===== src/rtl/nonogram_pkg.sv =====
`default_nettype none
// +----------------------------------------------------------------------+
// | nonogram_pkg: shared phase encoding and line word type.              |
// | Rev 1.0                                                              |
// +----------------------------------------------------------------------+
package nonogram_pkg;

  localparam int LINE_W = 16;

  typedef logic [LINE_W-1:0] line_t;

  typedef enum logic [1:0] {
    RECEIVE  = 2'd0,
    SOLVE    = 2'd1,
    TRANSMIT = 2'd2,
    FLUSH    = 2'd3
  } phase_t;

endpackage
`default_nettype wire


===== src/rtl/fifo_occ_tracker.sv =====
`default_nettype none
// +----------------------------------------------------------------------+
// | fifo_occ_tracker: gates FIFO requests, tracks saturating occupancy   |
// | and raises sticky overflow/underflow flags.                          |
// | Rev 1.0                                                              |
// +----------------------------------------------------------------------+
module fifo_occ_tracker #(
  parameter int FIFO_DEPTH = 512,
  parameter int OCC_W      = $clog2(FIFO_DEPTH + 1)
) (
  input  logic             clk,
  input  logic             rst,
  input  logic             i_clear,
  input  logic             i_wr_req,
  input  logic             i_rd_req,
  input  logic             i_full,
  input  logic             i_empty,
  output logic             o_wr_accept,
  output logic             o_rd_accept,
  output logic [OCC_W-1:0] o_occupancy,
  output logic             o_overflow_err,
  output logic             o_underflow_err
);

  localparam logic [OCC_W-1:0] c_occ_max = OCC_W'(FIFO_DEPTH);

  logic [OCC_W-1:0] r_occ;
  logic             r_overflow;
  logic             r_underflow;
  logic             w_wr_accept;
  logic             w_rd_accept;

  assign w_wr_accept = i_wr_req & ~i_full;
  assign w_rd_accept = i_rd_req & ~i_empty;

  always_ff @(posedge clk) begin
    if (rst) begin
      r_occ       <= '0;
      r_overflow  <= 1'b0;
      r_underflow <= 1'b0;
    end else begin
      if (i_wr_req && i_full)
        r_overflow <= 1'b1;
      if (i_rd_req && i_empty)
        r_underflow <= 1'b1;
      // A clear (phase exit) overrides any same-cycle traffic.
      if (i_clear)
        r_occ <= '0;
      else if (w_wr_accept && !w_rd_accept && (r_occ != c_occ_max))
        r_occ <= r_occ + 1'b1;
      else if (w_rd_accept && !w_wr_accept && (r_occ != '0))
        r_occ <= r_occ - 1'b1;
    end
  end

  assign o_wr_accept     = w_wr_accept;
  assign o_rd_accept     = w_rd_accept;
  assign o_occupancy     = r_occ;
  assign o_overflow_err  = r_overflow;
  assign o_underflow_err = r_underflow;

endmodule
`default_nettype wire


===== src/rtl/nonogram_phase_ctrl.sv =====
`default_nettype none
// +----------------------------------------------------------------------+
// | nonogram_phase_ctrl: RECEIVE->SOLVE->TRANSMIT->FLUSH sequencer and   |
// | line-FIFO arbiter. Optional SOLVE watchdog: PHASE_WATCHDOG_EN.       |
// | Rev 1.0                                                              |
// +----------------------------------------------------------------------+
module nonogram_phase_ctrl
  import nonogram_pkg::*;
#(
  parameter  int LINE_W         = nonogram_pkg::LINE_W,
  parameter  int FIFO_DEPTH     = 512,
  parameter  int FLUSH_CYCLES   = 4,
  parameter  int TIMEOUT_CYCLES = 50_000_000,
  localparam int OCC_W          = $clog2(FIFO_DEPTH + 1)
) (
  input  logic              clk,
  input  logic              rst,
  input  logic              parsed,
  input  logic              parse_write,
  input  logic [LINE_W-1:0] parse_line,
  input  logic              solve_write,
  input  logic [LINE_W-1:0] solve_line,
  input  logic              solve_next,
  input  logic              solved,
  input  logic              unsolvable,
  input  logic              assembled,
  input  logic              fifo_full,
  input  logic              fifo_empty,
  output logic              fifo_wr_en,
  output logic [LINE_W-1:0] fifo_din,
  output logic              fifo_rd_en,
  output logic              fifo_srst,
  output logic              solve_start,
  output logic              assemble_start,
  output logic [1:0]        phase,
  output logic [OCC_W-1:0]  occupancy,
  output logic              overflow_err,
  output logic              underflow_err,
  output logic              timeout
);

  localparam int                     c_flush_cnt_w = (FLUSH_CYCLES > 1) ? $clog2(FLUSH_CYCLES) : 1;
  localparam logic [c_flush_cnt_w-1:0] c_flush_last = c_flush_cnt_w'(FLUSH_CYCLES - 1);

  phase_t                   r_phase;
  logic [c_flush_cnt_w-1:0] r_flush_cnt;
  logic                     r_fifo_srst;
  logic                     r_solve_start;
  logic                     r_assemble_start;

  logic                     w_wr_req;
  logic                     w_rd_req;
  logic                     w_solve_exit;
  logic                     w_wd_hit;

  // Write-port ownership follows the phase; TRANSMIT and FLUSH leave the FIFO idle.
  always_comb begin
    w_wr_req = 1'b0;
    w_rd_req = 1'b0;
    fifo_din = '0;
    case (r_phase)
      RECEIVE: begin
        w_wr_req = parse_write;
        fifo_din = parse_line;
      end
      SOLVE: begin
        w_wr_req = solve_write;
        w_rd_req = solve_next;
        fifo_din = solve_line;
      end
      default: ;
    endcase
  end

  assign w_solve_exit = (r_phase == SOLVE) && (solved || unsolvable || w_wd_hit);

  fifo_occ_tracker #(
    .FIFO_DEPTH (FIFO_DEPTH),
    .OCC_W      (OCC_W)
  ) u_occ (
    .clk             (clk),
    .rst             (rst),
    .i_clear         (w_solve_exit),
    .i_wr_req        (w_wr_req),
    .i_rd_req        (w_rd_req),
    .i_full          (fifo_full),
    .i_empty         (fifo_empty),
    .o_wr_accept     (fifo_wr_en),
    .o_rd_accept     (fifo_rd_en),
    .o_occupancy     (occupancy),
    .o_overflow_err  (overflow_err),
    .o_underflow_err (underflow_err)
  );

  always_ff @(posedge clk) begin
    if (rst) begin
      r_phase          <= RECEIVE;
      r_flush_cnt      <= '0;
      r_fifo_srst      <= 1'b1;
      r_solve_start    <= 1'b0;
      r_assemble_start <= 1'b0;
    end else begin
      r_fifo_srst      <= 1'b0;
      r_solve_start    <= 1'b0;
      r_assemble_start <= 1'b0;
      case (r_phase)
        RECEIVE: begin
          if (parsed) begin
            r_phase       <= SOLVE;
            r_solve_start <= 1'b1;
          end
        end
        SOLVE: begin
          // Solver verdicts outrank the watchdog; unsolvable outranks solved.
          if (unsolvable || (!solved && w_wd_hit)) begin
            r_phase     <= FLUSH;
            r_flush_cnt <= '0;
            r_fifo_srst <= 1'b1;
          end else if (solved) begin
            r_phase          <= TRANSMIT;
            r_fifo_srst      <= 1'b1;
            r_assemble_start <= 1'b1;
          end
        end
        TRANSMIT: begin
          if (assembled) begin
            r_phase     <= FLUSH;
            r_flush_cnt <= '0;
            r_fifo_srst <= 1'b1;
          end
        end
        default: begin
          if (r_flush_cnt == c_flush_last) begin
            r_phase <= RECEIVE;
          end else begin
            r_flush_cnt <= r_flush_cnt + 1'b1;
            r_fifo_srst <= 1'b1;
          end
        end
      endcase
    end
  end

`ifdef PHASE_WATCHDOG_EN
  localparam int                  c_wd_w    = $clog2(TIMEOUT_CYCLES + 1);
  localparam logic [c_wd_w-1:0]   c_wd_last = c_wd_w'(TIMEOUT_CYCLES - 1);

  logic [c_wd_w-1:0] r_wd_cnt;
  logic              r_timeout;

  assign w_wd_hit = (r_phase == SOLVE) && (r_wd_cnt == c_wd_last);

  // Counter idles at zero outside SOLVE so every SOLVE entry starts fresh.
  always_ff @(posedge clk) begin
    if (rst) begin
      r_wd_cnt  <= '0;
      r_timeout <= 1'b0;
    end else begin
      if (r_phase != SOLVE)
        r_wd_cnt <= '0;
      else if (!w_wd_hit)
        r_wd_cnt <= r_wd_cnt + 1'b1;
      if (w_wd_hit && !solved && !unsolvable)
        r_timeout <= 1'b1;
    end
  end

  assign timeout = r_timeout;
`else
  logic w_unused_timeout_cfg;
  assign w_unused_timeout_cfg = (TIMEOUT_CYCLES != 0);
  assign w_wd_hit             = 1'b0;
  assign timeout              = 1'b0;
`endif

  assign fifo_srst      = r_fifo_srst;
  assign solve_start    = r_solve_start;
  assign assemble_start = r_assemble_start;
  assign phase          = r_phase;

endmodule
`default_nettype wire

===== config.mk =====
export PLATFORM = sky130hd
export DESIGN_NAME = nonogram_phase_ctrl
export DESIGN_NICKNAME = d
export VERILOG_FILES = /design/src/rtl/nonogram_pkg.sv /design/src/rtl/fifo_occ_tracker.sv /design/src/rtl/nonogram_phase_ctrl.sv
export SDC_FILE = /design/constraint.sdc
export NUM_CORES = 1
export LEC_CHECK = 0
export CAP_MARGIN = 10
export CELL_PAD_IN_SITES_DETAIL_PLACEMENT = 0
export CELL_PAD_IN_SITES_GLOBAL_PLACEMENT = 2
export CORE_MARGIN = 2
export CORE_UTILIZATION = 22
export CTS_BUF_LIST = sky130_fd_sc_hd__clkbuf_4 sky130_fd_sc_hd__clkbuf_8
export CTS_CLUSTER_SIZE = 40
export DETAILED_ROUTE_END_ITERATION = 6
export MAX_ROUTING_LAYER = met4
export PLACE_DENSITY_LB_ADDON = 0.3
export SLEW_MARGIN = 15
export SYNTH_ARGS = -nofsm -noshare
export SYNTH_HDL_FRONTEND = slang
export SYNTH_SLANG_ARGS = --single-unit

===== constraint.sdc =====
create_clock -name clk -period 3.4 [get_ports clk]
set_input_delay 0.34 -clock clk [delete_from_list [all_inputs] [get_ports clk]]
set_output_delay 0.34 -clock clk [all_outputs]
set_load 0.005 [all_outputs]

* Yosys cells after proc, flatten, opt, wreduce, memory -nomap -nowiden
Index checks and enable logic that the tools add are counted.
Operators by class: $add $sub $neg 3, equality and inequality tests 9, mux-type cells 21, bitwise gates (word level) 6, reduce and logical (&&, ||, !) cells 19
Operators with widths (number):
- $pmux W16 S2 | 1
- $mux W10 | 2
- $mux W2 | 8
- $pmux W2 S3 | 2
- $add A10 B1 Y10 const B | 1
- $ne A10 B10 Y1 const B | 1
- $reduce_bool A10 Y1 | 1
- $sub A10 B1 Y10 const B | 1
- $reduce_and A4 Y1 | 2
- $logic_and A1 B1 Y1 | 7
- $mux W1 | 6
- $ne A2 B2 Y1 const B | 3
- $eq A2 B2 Y1 const B | 2
- $not A1 Y1 | 4
- $reduce_bool A4 Y1 | 1
- $reduce_or A2 Y1 | 2
- $ne A3 B2 Y1 const B | 1
- $ne A3 B3 Y1 const B | 1
- $pmux W1 S3 | 1
- $reduce_or A3 Y1 | 1
- $add A2 B1 Y2 const B | 1
- $and A1 B1 Y1 | 2
- $eq A2 B1 Y1 const B | 1
- $logic_not A1 Y1 | 2
- other kinds (4) | 4
Word-level totals: register bits 19, bits of input ports 43, logic and storage cells 66

* Logic depth before layout (Yosys ltp)
Gate-level depths: netlist (run 1).
depth in word-level cells 8, mapped depth 14, depth with buffers taken out 14

* By module
A second synthesis (run 1) with hierarchy kept.
Unflattened totals: cells, all modules 184, area total of the unflattened synthesis 1642.8 um2
Modules (own cells, without submodules):
- fifo_occ_tracker | instances 1, cells each 110, area an instance 952.2 um2, seq. area each 240.2 um2
- nonogram_phase_ctrl | instances 1, cells each 74, area an instance 690.7 um2, seq. area each 140.1 um2

* Worst setup path before layout (run 1)
No wires, ideal clock.
path type register to register, start register r_phase[0], in the netlist phase[0], end register u_occ.r_occ[8], in the netlist u_occ.o_occupancy[8], arrival time 2948 ps, slack 382 ps, cell stages (with the launch flop) 14, period minus slack after synthesis 3018 ps, cells stage by stage dfxtp_1 > inv_1 > ha_1 > nand3_1 > o22ai_4 > nand2_1 > a21o_1 > ha_1 > nor2b_1 > o31a_1 > or4_1 > a31oi_1 > xnor2_1 > o2bb2ai_1
Between the ends: word-level cells in the longest chain between the ends 7
Ends and longest elaborated chain:
- start, declared | RTL line nonogram_phase_ctrl.sv:45 | phase_t r_phase;
- start signal, assigned | RTL line nonogram_phase_ctrl.sv:97 | r_phase <= RECEIVE;
- start signal, assigned | RTL line nonogram_phase_ctrl.sv:109 | r_phase <= SOLVE;
- start signal, assigned | RTL line nonogram_phase_ctrl.sv:116 | r_phase <= FLUSH;
- $eq A2 B1 Y1 or $logic_not A2 Y1 (tied branches) | RTL line nonogram_phase_ctrl.sv:61 | case (r_phase)
- $pmux W1 S2 (*) | RTL line nonogram_phase_ctrl.sv:61
- $and A1 B1 Y1 (*) | RTL line fifo_occ_tracker.sv:33 | assign w_wr_accept = i_wr_req & ~i_full;
- named net fifo_wr_en | RTL line nonogram_phase_ctrl.sv:29 | output logic fifo_wr_en,
- $logic_not A1 Y1 | RTL line fifo_occ_tracker.sv:51 | else if (w_rd_accept && !w_wr_accept && (r_occ != '0))
- $logic_and A1 B1 Y1 (2 in a row) | RTL line fifo_occ_tracker.sv:51
- $reduce_bool A2 Y1 (no source line)
- end signal, assigned | RTL line fifo_occ_tracker.sv:50 | r_occ <= r_occ + 1'b1;
- end signal, assigned | RTL line fifo_occ_tracker.sv:52 | r_occ <= r_occ - 1'b1;
- end, declared | RTL line fifo_occ_tracker.sv:27 | logic [OCC_W-1:0] r_occ;
The timed path passes the listed nets; every way through them passes the cells marked *. A chain may end at the register's enable or synchronous reset.

* Worst setup path in the final report (run 1)
start register r_phase[0], in the netlist phase[0], end register u_occ.r_occ[8], in the netlist u_occ.o_occupancy[8]
Between the ends: word-level cells in the longest chain between the ends 7
Ends and longest elaborated chain (RTL line):
- $eq A2 B1 Y1 or $logic_not A2 Y1 (tied branches) | nonogram_phase_ctrl.sv:61, nonogram_phase_ctrl.sv:75
- $pmux W1 S2 or $mux W1 (tied branches) | nonogram_phase_ctrl.sv:61
- $and A1 B1 Y1 (on tied branches) | fifo_occ_tracker.sv:33, fifo_occ_tracker.sv:34
- $logic_not A1 Y1 (on tied branches) | fifo_occ_tracker.sv:51, fifo_occ_tracker.sv:49
- $logic_and A1 B1 Y1 (on tied branches) (2 in a row) | fifo_occ_tracker.sv:51, fifo_occ_tracker.sv:49
- $reduce_bool A2 Y1 (no source line) or $mux W10 (tied branches)
Several ways; a longest one is shown, not always the timed one.

==> impl_metrics.json, run 1 <==
{
  "grt.overflow.total": 0,
  "reg2reg_to": "u_occ.o_occupancy[8]",
  "fin_util_pct": 37.4,
  "vias": 1502,
  "syn2layout_area_growth_pct": 62.1,
  "status": "completed",
  "comb_power_share_pct": 75.0,
  "ys_types": 43,
  "fin_skew_ps": 3.49,
  "groute.usage.overall_pct": 13.0,
  "drt-initial-drc-count": 60,
  "postSynthCellCount": 173,
  "yosys_warnings": 0,
  "arrival_ps": 3260,
  "r2r_slack_ps": 270,
  "fillers": 653,
  "die_w_um": 86.0,
  "path_common_cell": "ha_1",
  "antenna_found_initial": 0,
  "path_delay_family": "compound AO/OA/AOI/OAI gates",
  "power_mw": 1.95,
  "final.min_clock_period_ps": 3130,
  "cts_hold_buf": 0,
  "cts_root_buf": "clkbuf_8",
  "syn_area_mm2": 0.00148,
  "drive_above_1_share_pct": 6.75,
  "dieArea_mm2": 0.00740,
  "synthFlopType": "dfxtp_1",
  "cts_sinks": 19,
  "synth_commonest_cells": "nor2_1, dfxtp_1, a22o_1, ha_1, inv_1",
  "start_util_pct": 23.0,
  "min_from": "r_flush_cnt[1]",
  "dp.cells": 325,
  "whs_endpoint": "r_flush_cnt[1]",
  "clk_pin_slew_ps": 80,
  "synth_most_common_cell": "nor2_1",
  "cts_tree": "done",
  "end_kind": "register",
  "critPathRequiredTime_ps": 3530,
  "timing.rr.start": "phase[0]",
  "drc": 0,
  "ctsLongestPathBuffers": 2,
  "dp_hpwl_mm": 3.82,
  "yosysSeqAreaShare_pct": 25.7,
  "synth_nets": 231,
  "cellPowerDensity_mw_per_mm2": 812,
  "power.clock.fraction_pct": 8.5,
  "min_path_cells": 2,
  "power_leakage_nw": 0.957,
  "slowest_stage": "or4_1",
  "maxCapViolCount": 0,
  "synth_edf_count": 0,
  "finalNonFillerCells": 329,
  "holdCritPathClass": "reg -> reg",
  "synth.avg_cell_area_um2": 8.56,
  "routabilityCongestion": 0.846,
  "yosys.area.top_type": "dfxtp_1",
  "die_h_um": 86.0,
  "relSlewSlack_pct": 53.7,
  "startpoint": "phase[0]",
  "postCtsSetupRepairBufs": 0,
  "htree_levels": 1,
  "vias_per_cell": 4.57,
  "power.switching_uw": 785,
  "start_kind": "register",
  "regArea_um2": 380,
  "port_buffers": 77,
  "antenna_cells": 0,
  "synth-seq-cells": 19,
  "grt_pass1_vias": 1508,
  "coreArea_mm2": 0.00642,
  "crit_path_max_fanout": 9,
  "p_int_mw": 1.16,
  "rsz0062_at_grt": "no",
  "grt_pass1_wl_mm": 7.38,
  "multiInputGateArea_mm2": 0.00104,
  "grt_max_degree": 22,
  "ctsResizeCount": 0,
  "ios": 79,
  "p_seq_share_pct": 16.5,
  "setup_viol": 0,
  "synth_area_leaders": "dfxtp_1, ha_1, a22o_1",
  "clock_latency_ps": 260,
  "critPathKind": "reg -> reg",
  "setup_tns_ps": 0,
  "synth_top_area_share_pct": 25.7,
  "slowest_delay_ps": 410,
  "crit_buf_inv": 1,
  "numCtsBuffers": 3,
  "ant_nets": 0,
  "drt_first_pass_iters": 4,
  "async_flop_share_pct": 0,
  "ff2ff_path_depth": 13,
  "tightest_slew_ps": 693,
  "final_hold_viol_count": 0,
  "irDropWorstVdd_mv": 0.231,
  "fmax_mhz": 319,
  "drv_slew": 0,
  "wl_per_cell_um": 13.9,
  "crit_chain": "inv_1 > ha_1 > nand3_1 > o22ai_4 > nand2_1 > a21o_1 > ha_1 > nor2b_1 > o31a_1 > or4_1 > a31oi_1 > xnor2_1 > o2bb2ai_1",
  "nets": 311,
  "std_cell_rows": 29,
  "swShare_pct": 40.3,
  "routed_wl_mm": 4.59,
  "period_share_pct": 92.1
}
## final cells by class
cell class              count  share of cell area [%]
inverters                   8                    1.25
clock inverters             1                   0.313
flip-flops and latches     19                    15.8
well taps                  77                    4.01
repair buffers             82                    33.7
multi-input cells         139                    43.2
clock buffers               3                    1.72
## power groups by stage
stage / combinational (mW) / sequential (mW) / clock (mW)
2_1_floorplan: 0.882 / 0.328 / 0
3_3_place_gp: 1.49 / 0.328 / 0
3_5_place_dp: 1.48 / 0.328 / 0
4_1_cts: 1.48 / 0.323 / 0.176
5_1_grt: 1.61 / 0.330 / 0.182
6_report: 1.46 / 0.321 / 0.166
## cells in the final DEF, fill, tap and decap left out, types with 2 or more instances in the layout
master           instances
o21a_1                   3
clkbuf_8                 3
a22o_1                  16
dfxtp_1                 19
o2bb2ai_1                2
mux2i_1                  7
nand3_1                  4
nand2b_1                 5
a31oi_1                  3
a21o_1                   4
clkdlybuf4s50_1         77
buf_4                    5
nand2_1                  7
or2_2                    2
nor2_1                  23
a211oi_1                 2
nor3b_1                  2
inv_1                    8
ha_1                    14
nor2b_1                  2
a21oi_1                  7
xnor2_1                  7
nor4_1                   2
or3_1                    2
o21ai_0                  5
a21oi_2                  2
and2_1                   2
## flip-flops by register name, indices dropped and copies added (netlist names)
register and cells:
solve_start 1, assemble_start 1, phase 2, fifo_srst 1
u_occ.o_occupancy 10, u_occ.o_overflow_err 1, r_flush_cnt 2, u_occ.o_underflow_err 1
## metal layers
layer / global-route usage (%) / part of all wire, % / vias up / routed length, um
li1: - / - / 782 / -
met1: 15.3 / 45 / 691 / 2070
met2: 23.0 / 52 / 24 / 2370
met3: 2.60 / 2.5 / 5 / 115
met4: 2.60 / 0.76 / 0 / 35
met5: - / 0 / - / 0
## worst max-delay path by stage
stage / cells after the start / slack, ps / end
final: 13 / 270 / u_occ.o_occupancy[8]
after detailed placement: 12 / 120 / u_occ.o_occupancy[8]
after floorplan: 13 / 380 / u_occ.o_occupancy[8]
after global routing: 13 / 10 / u_occ.o_occupancy[8]
after global placement: 12 / 140 / u_occ.o_occupancy[8]
after CTS: 13 / 260 / u_occ.o_occupancy[8]
## worst reg2reg max path: stages (launching register included)
cell and delay [ps]:
dfxtp_1 340, inv_1 100, ha_1 250, nand3_1 170, o22ai_4 180, nand2_1 90
a21o_1 270, ha_1 370, nor2b_1 160, o31a_1 260, or4_1 410, a31oi_1 210
xnor2_1 80, o2bb2ai_1 120
## cells by family after synthesis
family / share of synthesized area [%]
adders and majority gates: 13.2
xor gates and xnor gates: 4.73
AOI/OAI and AO/OA: 25.8
and+or+nand+nor: 19.8
DFF: 25.7
other: 0.253
muxes: 6.26
buffers and inverters: 4.31
## stage by stage
| step | setup WS [ps] | hold WS, ps | instance area (um^2) |
|---|---|---|---|
| final | 269 | 480 | 2400 |
| after global routing | 14.6 | 535 | 2400 |
| after CTS | 257 | 483 | 2400 |
| after detailed placement | 121 | 470 | 2350 |
| after global placement | 140 | 459 | 2350 |
| after floorplan | 382 | 450 | 1480 |
(Power assumes the default switching activity.)
==> run 2: changes to the inputs <==
- CORE_MARGIN: 2 -> unset
==> run 2 against run 1 <==
The flow now finishes with violations (DRC); via count about the same; non-clock buffer count is the same; first-iteration DRC count increased by 3.3%; setup slack improved by 24 ps; wire length fell by 2.2%; total power rose by 0.56%; clock power is 2% higher; largest cell class unchanged; largest power group unchanged; highest routed layer unchanged.
==> impl_metrics.json, run 2 (synthesized netlist as in run 1, its figures left out) <==
{
  "status": "complete, but fails checks",
  "violations": "DRC",
  "fmax_mhz": 322,
  "final_hold_viol_count": 0,
  "syn2layout_area_growth_pct": 62.6,
  "port_buffers": 77,
  "layout_common_cells": "clkdlybuf4s50_1, nor2_1, dfxtp_1",
  "routed_wl_mm": 4.49,
  "tightest_slew_ps": 733,
  "drt-initial-drc-count": 62,
  "setup_viol": 0,
  "routabilityCongestion": 0.775,
  "ios": 79,
  "clock_latency_ps": 260,
  "arrival_ps": 3240,
  "fin_util_pct": 37.5,
  "dieArea_mm2": 0.00706,
  "grt_pass1_wl_mm": 7.51,
  "start_kind": "register",
  "place_area_mm2": 0.00235,
  "cellPowerDensity_mw_per_mm2": 814,
  "grt_max_degree": 17,
  "cts_hold_buf": 0,
  "timing.hold.ws_ps": 482,
  "postCtsSetupRepairBufs": 0,
  "critPathRequiredTime_ps": 3530,
  "cts_sinks": 19,
  "ant_nets": 0,
  "drc": 2,
  "maxCapViolCount": 0,
  "wl_per_cell_um": 13.6,
  "setup_ws_ps": 293,
  "grt_pass1_vias": 1499,
  "final_common_cell": "clkdlybuf4s50_1",
  "final.min_clock_period_ps": 3110,
  "htree_levels": 1,
  "irDropWorstVdd_mv": 0.257,
  "nets": 311,
  "drv_slew": 0,
  "period_share_pct": 91.4,
  "relSlewSlack_pct": 51.0,
  "coreArea_mm2": 0.00642,
  "grt.overflow.total": 0,
  "clk_pin_slew_ps": 80,
  "power_leakage_nw": 0.959,
  "antenna_cells": 0,
  "groute.usage.overall_pct": 13.6,
  "ctsLongestPathBuffers": 2,
  "dp_hpwl_mm": 3.75,
  "drt_first_pass_iters": 6,
  "antenna_found_initial": 0,
  "crit_path_max_fanout": 9,
  "end_kind": "register",
  "pre_cts_ws_ps": 131,
  "drive_above_1_share_pct": 7.94,
  "vias_per_cell": 4.57,
  "cts_root_buf": "clkbuf_8",
  "numCtsBuffers": 3,
  "vias": 1503,
  "start_util_pct": 23.0,
  "rsz0062_at_grt": "no",
  "die_w_um": 84.0,
  "design_area_mm2": 0.00241,
  "die_h_um": 84.0,
  "cts_tree": "done",
  "std_cell_rows": 29,
  "setup_tns_ps": 0,
  "largest_reg_flops": 10,
  "holdCritPathClass": "reg -> reg",
  "critPathKind": "reg -> reg",
  "fin_skew_ps": 5.86
}
run 2: metal layers:
layer,share of wire (%),global-route usage [%],up-vias,wire (um)
met3,2.2,2.37,2,100
met2,54,24.9,25,2400
li1,-,-,781,-
met1,44,16.1,695,1970
met5,0,-,-,0
met4,0.22,1.41,0,10
run 2: critical path, cell delays in order, from the launching register on:
cell and delay, ps:
dfxtp_1 370, inv_1 130, ha_2 230, nand3_1 140, o22ai_4 180, nand2_1 80, a21o_2 270, ha_1 350
nor2b_1 160, o31a_1 270, or4_1 410, a31oi_1 200, xnor2_1 80, o2bb2ai_1 120
run 2: per-stage QoR:
step                std cells  power [mW]
floorplan                 173        1.21
global placement          325        1.81
detailed placement        325        1.80
CTS                       329        1.98
global route              329        2.15
finish                    329        1.96
run 2: final cells by class:
type	count	area (um^2)
Timing Repair Buffer	82	808
Inverter	8	30.0
Sequential cell	19	380
Multi-Input combinational cell	139	1040
Tap cell	77	96.3
Fill cell	676	4020
Clock buffer	4	48.8
run 2: what timing repair did:
item,in CTS,in global routing
hold endpoints to repair,0,0
setup endpoints to repair,0,2
gates resized for setup,0,3
run 2: final timing paths:
path | startpoint | endpoint | slack, ps | cells after the start
setup / recovery | phase[0] | u_occ.o_occupancy[8] | 290 | 13
hold / removal | r_flush_cnt[1] | r_flush_cnt[1] | 480 | 2
hold reg to reg | r_flush_cnt[1] | r_flush_cnt[1] | 480 | 2
setup reg to reg | phase[0] | u_occ.o_occupancy[8] | 290 | 13
run 2: where the power goes:
| part | switching (mW) | leakage (nW) | internal, mW | total, mW |
|---|---|---|---|---|
| Clock | 0.0783 | 0.0262 | 0.0913 | 0.170 |
| Sequential | 0.0507 | 0.155 | 0.275 | 0.326 |
| Combinational | 0.650 | 0.778 | 0.813 | 1.46 |
==> run 3: changes to the inputs <==
- CORE_MARGIN: unset -> 1
- SKIP_LAST_GASP: unset -> 1
==> results of run 3 <==
The final DEF is identical to that of run 2; final timing and power are the same.
